**config.mk**
```make
export PLATFORM = sky130hd
export DESIGN_NAME = switch_debouncer
export DESIGN_NICKNAME = d
export VERILOG_FILES = /design/src/rtl/switch_debouncer.sv
export SDC_FILE = /design/constraint.sdc
export NUM_CORES = 1
export LEC_CHECK = 0
export CAP_MARGIN = 40
export CORE_MARGIN = 4
export CORE_UTILIZATION = 55
export CTS_BUF_LIST = sky130_fd_sc_hd__clkbuf_8
export DETAILED_ROUTE_END_ITERATION = 10
export PLACE_DENSITY = 0.76
export SLEW_MARGIN = 10
export SYNTH_ARGS = -nofsm -noshare
export SYNTH_HDL_FRONTEND = slang
export SYNTH_SLANG_ARGS = --single-unit
```
**constraint.sdc**
```tcl
create_clock -name iCpuClock -period 7.2 [get_ports iCpuClock]
set_input_delay 0.72 -clock iCpuClock [delete_from_list [all_inputs] [get_ports iCpuClock]]
set_output_delay 0.72 -clock iCpuClock [all_outputs]
set_load 0.02 [all_outputs]
```
**src/rtl/switch_debouncer.sv**
```systemverilog
// ---------------------------------------------------------------------------
// switch_debouncer
//
// Conditions the raw board DIP switches for the CPU's memory-mapped switch
// read port. Each switch line is synchronised into the CPU clock domain with
// a two-flop chain and then debounced independently. A shared free-running
// prescaler produces a sample tick every TICK_DIV cycles. A bit is accepted
// only after its synchronised value has differed from the published value on
// STABLE_TICKS consecutive ticks with no intervening match.
//
// Parameters
//   WIDTH         number of switch lines (>= 1)
//   TICK_DIV      clock cycles per sample tick (>= 2)
//   STABLE_TICKS  consecutive differing ticks needed to accept a change (>= 1)
//
// Ports
//   iCpuClock       in   1      CPU clock, posedge
//   iCpuReset       in   1      asynchronous active-high reset, clears everything
//   iRawSwitches    in   WIDTH  raw switch pins, asynchronous to iCpuClock
//   oSwitches       out  WIDTH  debounced switch word
//   oSwitchChanged  out  1      one-cycle pulse when any bit of oSwitches updates
//   oChangedMask    out  WIDTH  one-cycle per-bit mask of the updated bits
//
// Optional feature (macro SWITCH_STICKY_EN)
//   iStickyClear    in   1      synchronous clear of the sticky mask
//   oStickyMask     out  WIDTH  sticky OR of oChangedMask, reset value 0
//   A change that lands in the same cycle as a clear is kept.
// ---------------------------------------------------------------------------
module switch_debouncer #(
  parameter int WIDTH        = 24,
  parameter int TICK_DIV     = 100000,
  parameter int STABLE_TICKS = 8
) (
  input  logic             iCpuClock,
  input  logic             iCpuReset,
  input  logic [WIDTH-1:0] iRawSwitches,
  output logic [WIDTH-1:0] oSwitches,
  output logic             oSwitchChanged,
  output logic [WIDTH-1:0] oChangedMask
`ifdef SWITCH_STICKY_EN
  ,
  input  logic             iStickyClear,
  output logic [WIDTH-1:0] oStickyMask
`endif
);

  localparam int PW = (TICK_DIV > 1) ? $clog2(TICK_DIV) : 1;
  localparam int CW = (STABLE_TICKS > 0) ? $clog2(STABLE_TICKS + 1) : 1;

  localparam logic [PW-1:0] PRE_LAST = PW'(TICK_DIV - 1);
  localparam logic [CW-1:0] CNT_LAST = CW'(STABLE_TICKS - 1);

  // Synchroniser
  logic [WIDTH-1:0] sync1_q, sync1_d;
  logic [WIDTH-1:0] sync2_q, sync2_d;

  // Prescaler
  logic [PW-1:0] pre_q, pre_d;
  logic          tick;

  // Debounce state and registered outputs
  logic [WIDTH-1:0][CW-1:0] cnt_q, cnt_d;
  logic [WIDTH-1:0]         sw_q, sw_d;
  logic [WIDTH-1:0]         mask_q, mask_d;
  logic                     changed_q, changed_d;

  always_comb begin
    sync1_d = iRawSwitches;
    sync2_d = sync1_q;
  end

  // Free-running divider; tick is asserted for the whole cycle in which the
  // count sits at its last value, so exactly one tick per TICK_DIV cycles.
  always_comb begin
    tick  = (pre_q == PRE_LAST);
    pre_d = tick ? '0 : pre_q + PW'(1);
  end

  // Per-bit debounce. A match with the published value clears the count on
  // any cycle, tick or not, so a single glitch back restarts qualification.
  // Acceptance clears the count, which keeps it below STABLE_TICKS.
  always_comb begin
    sw_d   = sw_q;
    cnt_d  = cnt_q;
    mask_d = '0;
    for (int unsigned i = 0; i < WIDTH; i++) begin
      if (sync2_q[i] == sw_q[i]) begin
        cnt_d[i] = '0;
      end else if (tick) begin
        if (cnt_q[i] == CNT_LAST) begin
          sw_d[i]   = sync2_q[i];
          cnt_d[i]  = '0;
          mask_d[i] = 1'b1;
        end else begin
          cnt_d[i] = cnt_q[i] + CW'(1);
        end
      end
    end
    changed_d = |mask_d;
  end

  always_ff @(posedge iCpuClock or posedge iCpuReset) begin
    if (iCpuReset) begin
      sync1_q   <= '0;
      sync2_q   <= '0;
      pre_q     <= '0;
      cnt_q     <= '0;
      sw_q      <= '0;
      mask_q    <= '0;
      changed_q <= 1'b0;
    end else begin
      sync1_q   <= sync1_d;
      sync2_q   <= sync2_d;
      pre_q     <= pre_d;
      cnt_q     <= cnt_d;
      sw_q      <= sw_d;
      mask_q    <= mask_d;
      changed_q <= changed_d;
    end
  end

  assign oSwitches      = sw_q;
  assign oChangedMask   = mask_q;
  assign oSwitchChanged = changed_q;

`ifdef SWITCH_STICKY_EN
  logic [WIDTH-1:0] sticky_q, sticky_d;

  // Clear first, then OR in the current pulse so a coincident change survives.
  always_comb begin
    sticky_d = (iStickyClear ? '0 : sticky_q) | mask_q;
  end

  always_ff @(posedge iCpuClock or posedge iCpuReset) begin
    if (iCpuReset) begin
      sticky_q <= '0;
    end else begin
      sticky_q <= sticky_d;
    end
  end

  assign oStickyMask = sticky_q;
`else
  // Sticky mask not built.
`endif

endmodule

```
# --- Yosys cells after proc, flatten, opt, wreduce, memory -nomap -nowiden ---
# Cells that the tools add are included.
totals:
  register_bits: 210
  latch_bits: 0
  mem_bits_rw: 0
  romBits: 0
  inputBits: 26
  out_inout_bits: 49
  mem_count: 0
classes:
  addsub: 25
  multipliers: 0
  n_div: 0
  order_cmp: 0
  n_eq_ne: 49
  n_shift: 0
  muxes: 145
  n_bitwise: 24
  n_reduce_logical: 49
ops:
  columns: ["op", "count"]
  rows:
  - ["$mux W4", 72]
  - ["$add A4 B1 Y4 const B", 24]
  - ["$eq A4 B3 Y1 const B", 24]
  - ["$mux W1", 72]
  - ["$reduce_and A3 Y1", 24]
  - ["$reduce_bool A2 Y1", 24]
  - ["$eq A1 B1 Y1", 24]
  - ["$not A1 Y1", 24]
  - ["$reduce_or A24 Y1", 1]
  - ["$add A17 B1 Y17 const B", 1]
  - ["$eq A17 B17 Y1 const B", 1]
  - ["$mux W17", 1]

# --- Logic depth before layout (Yosys ltp) ---
# Gate-level depths: netlist (run 1).
logic_depth:
  ltp_word: 5
  mapped_depth: 10
  ltp_nobuf: 6

# --- Worst setup path after synthesis (run 1) ---
# Ideal clock, no wire load.
synth_timing:
  path_type: "reg2reg"
  start: "reg pre_q[13]"
  end: "reg sw_q[0] (netlist: oSwitches[0])"
  arrival_ns: 2.164
  required_ns: 7.075
  setup_slack_ns: 4.911
  stages_incl_launch_ff: 8
  path_buffers: 2
  synth_period_minus_slack_ns: 2.289
  cell_sequence: "dfrtp_1 or4b_4 nor3_4 nand2_2 buf_6 clkbuf_1 nor2_1 mux2_2"
synth_via:
  elab_chain_cells: 2
synth_rtl:
  columns: ["element", "line", "rtl"]
  rows:
  - ["start: declaration", "58", "logic [PW-1:0] pre_q, pre_d;"]
  - ["start signal: assignment", "114", "pre_q <= pre_d;"]
  - ["$eq A17 B17 Y1", "75", "tick = (pre_q == PRE_LAST);"]
  - ["$reduce_and A3 Y1 (no line)", null, null]
  - ["end signal: assignment", "116", "sw_q <= sw_d;"]
  - ["end: declaration", "63", "logic [WIDTH-1:0] sw_q, sw_d;"]
# Every way passes these cells.
# A chain may end at the register's enable or synchronous reset.

# --- Worst setup path after layout (run 1) ---
layout_timing:
  start: "reg pre_q[13]"
  end: "reg cnt_q[75] (netlist name)"
layout_via:
  elab_chain_cells: 2
layout_rtl:
  columns: ["element", "line", "rtl"]
  rows:
  - ["$eq A17 B17 Y1", "75", null]
  - ["$reduce_bool A2 Y1 (no line)", null, null]
  - ["end signal: assignment", "115", "cnt_q <= cnt_d;"]
  - ["end: declaration", "62", "logic [WIDTH-1:0][CW-1:0] cnt_q, cnt_d;"]
# Every way passes these cells.

==> results of run 1 <==
[kinds of logic after synthesis]
kind of cell,count (synthesis),synth area share
adders and majority gates,25,0.0360
AOI/OAI and AO/OA,107,0.0648
and+or+nand+nor,314,0.186
xor gates and xnor gates,63,0.0635
DFF,210,0.605
buffers and inverters,27,0.0138
muxes,24,0.0311
[registers in the layout, indices dropped and copies added (netlist names)]
signal / flops
cnt_q: 96
oChangedMask: 24
oSwitches: 24
sync1_q: 24
sync2_q: 24
pre_q: 17
oSwitchChanged: 1
[where the power goes]
group	internal (uW)	total [uW]	switching, uW
logic	20.0	56.1	36.1
clock network	528	977	450
registers	1190	1200	6.55
total	1740	2230	492
[Yosys cell counts, types with 2 or more instances]
master	instances
and2_1	2
nand3b_1	34
xor2_1	30
xnor2_1	33
ha_1	25
nor4_1	3
inv_1	2
and3_1	7
nand2_1	85
nand4_1	2
o22ai_1	4
a21oi_1	72
mux2_2	23
buf_2	5
o21ai_0	25
nor3_1	20
dfrtp_1	210
clkbuf_1	16
nor2_1	62
or4_1	24
o221ai_1	2
or3_1	10
o32a_1	2
nand3_1	56
[worst max-delay path: cells and delay by family, from the launching register on]
family / cells / cell delay [ns]
buffers and inverters: 3 / 0.95
flip-flops: 1 / 0.41
AO/OA/AOI/OAI: 1 / 0.15
AND/OR/NAND/NOR: 4 / 1.49
[per-stage QoR]
stage | setup slack, ns | hold WS, ns | cells | util | total power [uW]
2_1_floorplan | 0.742 | 0.331 | 770 | - | 1250
3_3_place_gp | 4.13 | 0.332 | 1035 | 0.629 | 1270
3_5_place_dp | 4.10 | 0.335 | 1038 | 0.635 | 1280
4_1_cts | 4.08 | 0.343 | 1094 | 0.677 | 2270
5_1_grt | 3.90 | 0.349 | 1094 | 0.677 | 2330
6_report | 4.05 | 0.344 | 1094 | 0.677 | 2230
[path summary, 6_finish.rpt]
| check | endpoint | cells after the start |
|---|---|---|
| worst max-delay path | cnt_q[75] | 8 |
| worst min-delay path | sync2_q[23] | 0 |
| worst max register to register | cnt_q[75] | 8 |
| worst min register to register | sync2_q[23] | 0 |
| max in group asynchronous | cnt_q[9] | 4 |
| min in group asynchronous | cnt_q[89] | 2 |
[area by class of cell]
| cell class | instances | area, um^2 | area share |
|---|---|---|---|
| Tap cell | 211 | 264 | 0.0255 |
| Timing Repair Buffer | 82 | 861 | 0.0830 |
| Sequential cell | 210 | 5260 | 0.507 |
| Clock inverter | 14 | 72.6 | 0.00700 |
| Multi-Input combinational cell | 533 | 3330 | 0.321 |
| Clock buffer | 42 | 578 | 0.0557 |
| Inverter | 2 | 15.0 | 0.00145 |
[layer usage]
layer	vias up	routed length, um	share of wire	global-route usage
met5	-	0	0	0
met4	0	545	0.032	0.0943
met3	40	823	0.048	0.0400
met2	149	8460	0.50	0.324
met1	3055	7240	0.42	0.255
li1	2889	-	-	-
[layout by cell type, fill, tap and decap left out, drive strengths merged, types with 4 or more instances in the layout]
master | Yosys | routed
nor3 | 22 | 22
or4 | 24 | 24
mux2 | 24 | 24
nand3b | 34 | 34
nor2 | 63 | 63
o21ai | 25 | 25
dfrtp | 210 | 210
o22ai | 4 | 4
nand2 | 86 | 86
and3 | 7 | 7
clkdlybuf4s50 | 0 | 74
xnor2 | 33 | 33
ha | 25 | 25
xor2 | 30 | 30
buf | 8 | 8
nand3 | 56 | 56
clkbuf | 17 | 42
clkinv | 0 | 6
inv | 2 | 9
or3 | 10 | 10
a21oi | 72 | 72
nor4 | 4 | 4
==> summary.md, run 1 <==
| Metric | Value |
|---|---|
| Outcome | `complete, no violations` |
| Initial DRC count | `339` |
| Final-report max-slew violation count | `0` |
| Post-synthesis sequential area ratio | `0.605` |
| Final min period | `3.15 ns` |
| Critical Path AT | `3.59 ns` |
| Share of layout cells above drive strength 1 | `0.0997` |
| Initial antenna violation count | `0` |
| Yosys warns | `0` |
| First-pass GRT wire length | `29300 um` |
| Final setup violation count | `0` |
| Input/output buffers | `74` |
| H-tree levels | `2` |
| Post-CTS resize count | `0` |
| Chip Height | `134 um` |
| CTS clk-pin slew, worst paths | `0.06 ns` |
| Setup TNS | `0 ns` |
| Total track usage | `0.198` |
| # IOs | `75` |
| Die width | `134 um` |
| Worst path cell trace | `or4b_4, nor3_4, buf_4, nand2_4, buf_4, buf_16, or4_1, a21oi_1` |
| Peak Freq | `318 MHz` |
| Largest cells by area after synthesis | `dfrtp_1 (60%), a21oi_1 (4.1%), nand2_1 (3.7%), ha_1 (3.6%), xnor2_1 (3.3%)` |
| P&R area growth vs syn | `19.3%` |
| Setup repair after global routing missed its margin | `false` |
| Worst Path Max Fanout | `78` |
| Worst-Skew Late Latency | `0.53 ns` |
| Reg-to-reg critical path startpoint | `pre_q[13]` |
| Clock Sinks | `210` |
| Net count after synthesis | `821` |
| Mean post-synth cell area | `11.3 um^2` |
| Worst-margin pin slew | `0.683 ns` |
| Leakage power | `0.00450 uW` |
| Design Area, Final | `10400 um^2` |
| Vias in the first global route | `6298` |
| Ys async rst share | `1.00` |
| Leading area contributor after synthesis | `dfrtp_1` |
| # diodes | `0` |
| Crit-path most repeated cell | `buf_4` |
| Top FF cell, synth | `dfrtp_1` |
| Pwr dens | `215 nW/um^2` |
| Synth Cell Area | `8690 um^2` |
| Distinct cells, synth | `40` |
| Max-cap viol count | `0` |
| Cell Rows | `45` |
| DRT antenna net count | `0` |
| Crit Path Class | `reg -> reg` |
| R2r setup slk | `4.05 ns` |
| CTS Buf Count | `35` |
| Hpwl dp | `11200 um` |
| Post-synth EDFFs | `0` |
| Maximum vdd ir drop | `0.116 mV` |
| Via-to-Cell Ratio | `5.61` |
| CP Capture Type | `flip-flop` |
| Core area | `15300 um^2` |
| Count of filler cells inserted in the layout | `1167` |
| Skew final | `0.0243 ns` |
| Hold Path Class | `reg -> reg` |
| Vias | `6133` |
| DR WL/cell | `15.6 um` |
| Crit path launch type | `flip-flop` |
| Post-Syn Instances | `770` |
| CP Data Required Time | `7.64 ns` |
| Initial DRT Pass Iterations | `4` |
| CTS root buf | `clkbuf_8` |
| CP startpoint | `pre_q[13]` |
| Slew HR | `0.538` |
| WL final | `17100 um` |
| Post-CTS setup buffers | `0` |
| Initial Utilization | `0.567` |
| Placed inst area | `9720 um^2` |
| DRC viols | `0` |
| GP Congestion | `0.787` |
| Final period utilization | `0.437` |
| Max incr delay on CP | `0.57 ns` |
| Final Hold Fails | `0` |
| Pin count of the biggest net entering global routing | `79` |
| Nets | `915` |
| Register bit total from synthesis | `210` |
| CTS tree | `built` |
| Die area | `17900 um^2` |
| Post-CTS Hold Fix Bufs | `0` |
| Hold Startpoint | `sync1_q[23]` |
| Clock Tree Buf Depth | `3` |
| GR Overflow Total | `0` |
| Share of the synthesized area in the top cell type | `0.605` |
| Slowest CP cell | `or4b_4` |
Note: power is estimated with default switching activity, not from simulation.
==> inputs of run 2 (changes only) <==
==> constraint.sdc (replaced) <==
create_clock -name iCpuClock -period 3.1 [get_ports iCpuClock]
set_input_delay 0.31 -clock iCpuClock [delete_from_list [all_inputs] [get_ports iCpuClock]]
set_output_delay 0.31 -clock iCpuClock [all_outputs]
set_load 0.02 [all_outputs]
==> summary.md, run 2 (synthesis results as in run 1) <==
| Metric | Value |
|---|---|
| Pwr dens | `516 nW/um^2` |
| Via-to-Cell Ratio | `5.66` |
| Clock power share | `0.459` |
| Cell Rows | `45` |
| CP Data Required Time | `3.52 ns` |
| Initial DRC count | `534` |
| Initial Utilization | `0.567` |
| GR Overflow Total | `0` |
| Critical Path AT | `3.01 ns` |
| Clock Sinks | `210` |
| Commonest non-fill, non-tap cell in the layout | `dfrtp_1` |
| Count of filler cells inserted in the layout | `1134` |
| Die width | `134 um` |
| Final min period | `2.59 ns` |
| Max-cap viol count | `0` |
| Vias | `6261` |
| H-tree levels | `2` |
| Leading cell types in the layout, fill and taps excluded | `dfrtp_1 (210), nand2_1 (85), clkdlybuf4s50_1 (74), a21oi_1 (72), nor2_1 (62)` |
| Register area | `5260 um^2` |
| Leakage power | `0.00456 uW` |
| Comb pwr share | `0.025` |
| Area of the multi-input gates | `3330 um^2` |
| Initial antenna violation count | `0` |
| Clock Tree Buf Depth | `3` |
| WL final | `17800 um` |
| Maximum vdd ir drop | `0.387 mV` |
| Crit Path Class | `reg -> reg` |
| Crit path launch type | `flip-flop` |
| Worst path cell trace | `or4b_4, nor3_4, nand2_4, buf_4, or4_1, a21oi_1` |
| Switch share | `0.215` |
| Grt met3 use | `0.0397` |
| Largest Register | `cnt_q` |
| Vias in the first global route | `6472` |
| # IOs | `75` |
| CP Capture Type | `flip-flop` |
| Max incr delay on CP | `0.60 ns` |
| Hold Path Class | `in -> async` |
| Hpwl dp | `11500 um` |
| # diodes | `0` |
| Top delay family on crit path | `simple AND/OR/NAND/NOR gates` |
| CTS Buf Count | `36` |
| Net Sw Power | `1160 uW` |
| Nets | `920` |
| Slew HR | `0.443` |
| Post-CTS Hold Fix Bufs | `0` |
| Worst Path Max Fanout | `87` |
| DRT antenna net count | `0` |
| Slowest CP cell | `or4_1` |
| Setup TNS | `0 ns` |
| First-pass GRT wire length | `30400 um` |
| Final-report max-slew violation count | `0` |
| Skew final | `0.0242 ns` |
| M2 GR Usage | `0.337` |
| Final total power | `5400 uW` |
| Final setup violation count | `0` |
| Die area | `17900 um^2` |
| Sequential share of power | `0.516` |
| Input/output buffers | `74` |
| Gr busiest metal | `met2` |
| Setup repair after global routing missed its margin | `false` |
| CTS root buf | `clkbuf_8` |
| Int Power | `4240 uW` |
| DRC viols | `0` |
| CTS clk-pin slew, worst paths | `0.06 ns` |
| P&R area growth vs syn | `20.5%` |
| Final period utilization | `0.835` |
| DR WL/cell | `16.1 um` |
| CTS tree | `built` |
| Pin count of the biggest net entering global routing | `88` |
| GP Congestion | `0.797` |
| Worst-Skew Late Latency | `0.52 ns` |
| Post-CTS resize count | `0` |
| M1 GR Usage | `0.268` |
| Worst path bufs/invs | `1` |
| Core area | `15300 um^2` |
| Share of layout cells above drive strength 1 | `0.106` |
| Initial DRT Pass Iterations | `5` |
| Max reg flops | `96` |
| Chip Height | `134 um` |
| Peak Freq | `386 MHz` |
| Total track usage | `0.205` |
| Outcome | `complete, no violations` |
| Worst-margin pin slew | `0.823 ns` |
| Final Hold Fails | `0` |
| Post-CTS setup buffers | `0` |
## run 2: cell type report
type | instances | share of cell area
tap | 211 | 0.0252
inverter | 2 | 0.00107
timing repair buffer | 86 | 0.0841
multi-input combinational | 533 | 0.317
clock buffer | 46 | 0.0604
sequential | 210 | 0.502
clock inverter | 18 | 0.0102
## run 2: final timing paths
path,startpoint,endpoint,slack (ns),depth (start not counted)
max,pre_q[12],cnt_q[35],0.51,6
min,iCpuReset,oSwitches[3],0.19,2
max reg2reg,pre_q[12],cnt_q[35],0.51,6
min reg2reg,sync1_q[2],sync2_q[2],0.35,0
max in group asynchronous,iCpuReset,oSwitches[18],2.25,3
min in group iCpuClock,iRawSwitches[11],sync1_q[11],0.23,1
## run 2: power groups by stage
stage               Clock, uW  Combinational [uW]  Sequential [uW]
global placement            0                 133             2840
CTS                      2550                 138             2790
floorplan                   0                69.2             2840
detailed placement          0                 137             2840
finish                   2480                 134             2790
global route             2710                 153             2790
## run 2: per-layer routing
metal  wire length, um  share of wire
met5                 0              0
met4               432          0.024
met3               896          0.050
met2              8870           0.50
met1              7560           0.43
## run 2: worst register-to-register path, delay by kind of cell, from the launching register on
family	cells	cell delay [ns]
compound gates	1	0.17
simple gates	4	1.53
flops	1	0.44
buf+inv	1	0.35
## run 2: metrics by stage
| stage | cells | instance area (um^2) | util | hold WS, ns | setup slack, ns |
|---|---|---|---|---|---|
| 2_1_floorplan | 770 | 8690 | - | 0.331 | 0.0618 |
| 3_3_place_gp | 1042 | 9740 | 0.636 | 0.333 | 0.643 |
| 3_5_place_dp | 1042 | 9740 | 0.636 | 0.335 | 0.567 |
| 4_1_cts | 1106 | 10500 | 0.684 | 0.188 | 0.531 |
| 5_1_grt | 1106 | 10500 | 0.684 | 0.206 | 0.403 |
| 6_report | 1106 | 10500 | 0.684 | 0.193 | 0.511 |
==> inputs of run 3 (changes only) <==
==> constraint.sdc (replaced) <==
create_clock -name iCpuClock -period 2.5 [get_ports iCpuClock]
set_input_delay 0.25 -clock iCpuClock [delete_from_list [all_inputs] [get_ports iCpuClock]]
set_output_delay 0.25 -clock iCpuClock [all_outputs]
set_load 0.02 [all_outputs]
==> summary.md, run 3 (synthesis results as in run 1) <==
| Metric | Value |
|---|---|
| Worst path cell trace | `or4b_4, nor3_4, buf_4, and3_1, mux2_2` |
| Skew final | `0.0182 ns` |
| Pin count of the biggest net entering global routing | `128` |
| Largest Register | `cnt_q` |
| Max reg flops | `96` |
| Post-CTS setup buffers | `0` |
| Via-to-Cell Ratio | `5.60` |
| Max-cap viol count | `0` |
| Die width | `134 um` |
| Share of layout cells above drive strength 1 | `0.106` |
| P&R area growth vs syn | `20.1%` |
| CTS tree | `built` |
| Commonest non-fill, non-tap cell in the layout | `dfrtp_1` |
| Final period utilization | `0.936` |
| CP Data Required Time | `2.89 ns` |
| CTS clk-pin slew, worst paths | `0.06 ns` |
| Final total power | `6460 uW` |
| Clock Sinks | `210` |
| Hold Path Class | `in -> reg` |
| Post-Route Hold Slack | `0.165 ns` |
| Comb pwr share | `0.025` |
| Outcome | `complete, no violations` |
| Final min period | `2.34 ns` |
| Nets | `922` |
| Clock power share | `0.440` |
| DR WL/cell | `15.7 um` |
| Core area | `15300 um^2` |
| DRT antenna net count | `0` |
| Initial antenna violation count | `0` |
| Top delay family on crit path | `simple AND/OR/NAND/NOR gates` |
| Leakage power | `0.00454 uW` |
| Design Area, Final | `10400 um^2` |
| Leading cell types in the layout, fill and taps excluded | `dfrtp_1 (210), nand2_1 (85), clkdlybuf4s50_1 (74), a21oi_1 (72), nor2_1 (62)` |
| H-tree levels | `2` |
| Hpwl dp | `11400 um` |
| Int Power | `5020 uW` |
| Pwr dens | `619 nW/um^2` |
| Final Hold Fails | `0` |
| Worst Path Max Fanout | `26` |
| Vias in the first global route | `6220` |
| First-pass GRT wire length | `29300 um` |
| Setup repair after global routing missed its margin | `false` |
| Final setup violation count | `0` |
| Switch share | `0.223` |
| # diodes | `0` |
| Net Sw Power | `1440 uW` |
| Initial DRT Pass Iterations | `5` |
| CTS Buf Count | `35` |
| Sequential share of power | `0.535` |
| Input/output buffers | `74` |
| GP Congestion | `0.814` |
| GR Overflow Total | `0` |
| Slowest CP cell | `or4b_4` |
| Setup TNS | `0 ns` |
| Post-CTS resize count | `0` |
| Crit path launch type | `flip-flop` |
| Slew HR | `0.554` |
| DRC viols | `0` |
| CTS root buf | `clkbuf_8` |
| Worst-Skew Late Latency | `0.52 ns` |
| Placed Cells | `1045` |
| WL final | `17300 um` |
| Crit Path Class | `reg -> reg` |
| CP Capture Type | `flip-flop` |
| Cell Rows | `45` |
| Chip Height | `134 um` |
| Count of filler cells inserted in the layout | `1136` |
| Vias | `6192` |
| Max incr delay on CP | `0.57 ns` |
| Worst-margin pin slew | `0.668 ns` |
| Post-CTS Hold Fix Bufs | `0` |
| R2r setup slk | `0.16 ns` |
| Critical Path AT | `2.73 ns` |
| Maximum vdd ir drop | `0.594 mV` |
| Placed inst area | `9770 um^2` |
| Final-report max-slew violation count | `0` |
| Clock Tree Buf Depth | `3` |
| Peak Freq | `427 MHz` |
| Initial Utilization | `0.567` |
| # IOs | `75` |
| Initial DRC count | `367` |
| Die area | `17900 um^2` |
| Final cell count without fillers | `1105` |
| Worst path bufs/invs | `1` |
| Total track usage | `0.197` |
## run 3: cell count changes in the layout (fill, tap and decap cells not counted), sizes merged
cell / change
bufinv: -1
clkinvlp: +1
clkbuf: -4
inv: -1
buf: +3
clkinv: +1
## run 3: per-stage QoR
step,utilization,setup slack [ns]
final,0.681,0.159
after global routing,0.681,0.0371
after CTS,0.681,0.180
after detailed placement,0.638,0.167
after global placement,0.638,0.229
after floorplan,-,-0.478
## run 3: worst paths after layout
kind / depth (start not counted) / from / end
setup / recovery: 5 / pre_q[13] / oSwitches[5]
hold / removal: 1 / iRawSwitches[15] / sync1_q[15]
hold reg to reg: 0 / sync1_q[8] / sync2_q[8]
max in group asynchronous: 3 / iCpuReset / sync2_q[23]
setup reg to reg: 5 / pre_q[13] / oSwitches[5]
min in group asynchronous: 3 / iCpuReset / sync1_q[5]
## run 3: power by group through the flow
| stage | clock network (uW) | logic [uW] | registers, uW |
|---|---|---|---|
| global route | 3090 | 184 | 3460 |
| finish | 2840 | 162 | 3460 |
| CTS | 2920 | 167 | 3460 |
| floorplan | 0 | 85.8 | 3520 |
| detailed placement | 0 | 167 | 3520 |
| global placement | 0 | 162 | 3520 |
## run 3: final cells by class
class                           instances  area, um^2  share of cell area
Inverter                                2        11.3             0.00108
Tap cell                              211         264              0.0253
Clock inverter                         18        85.1             0.00815
Clock buffer                           42         578              0.0554
Multi-Input combinational cell        533        3330               0.319
Timing Repair Buffer                   89         916              0.0878
Sequential cell                       210        5260               0.504
## run 3: layer usage
layer | vias to the layer above | wire length (um) | global-route usage
met2 | 168 | 8600 | 0.323
met3 | 38 | 827 | 0.0359
met4 | 0 | 428 | 0.0846
met1 | 3082 | 7460 | 0.259
li1 | 2904 | - | -
met5 | - | 0 | 0
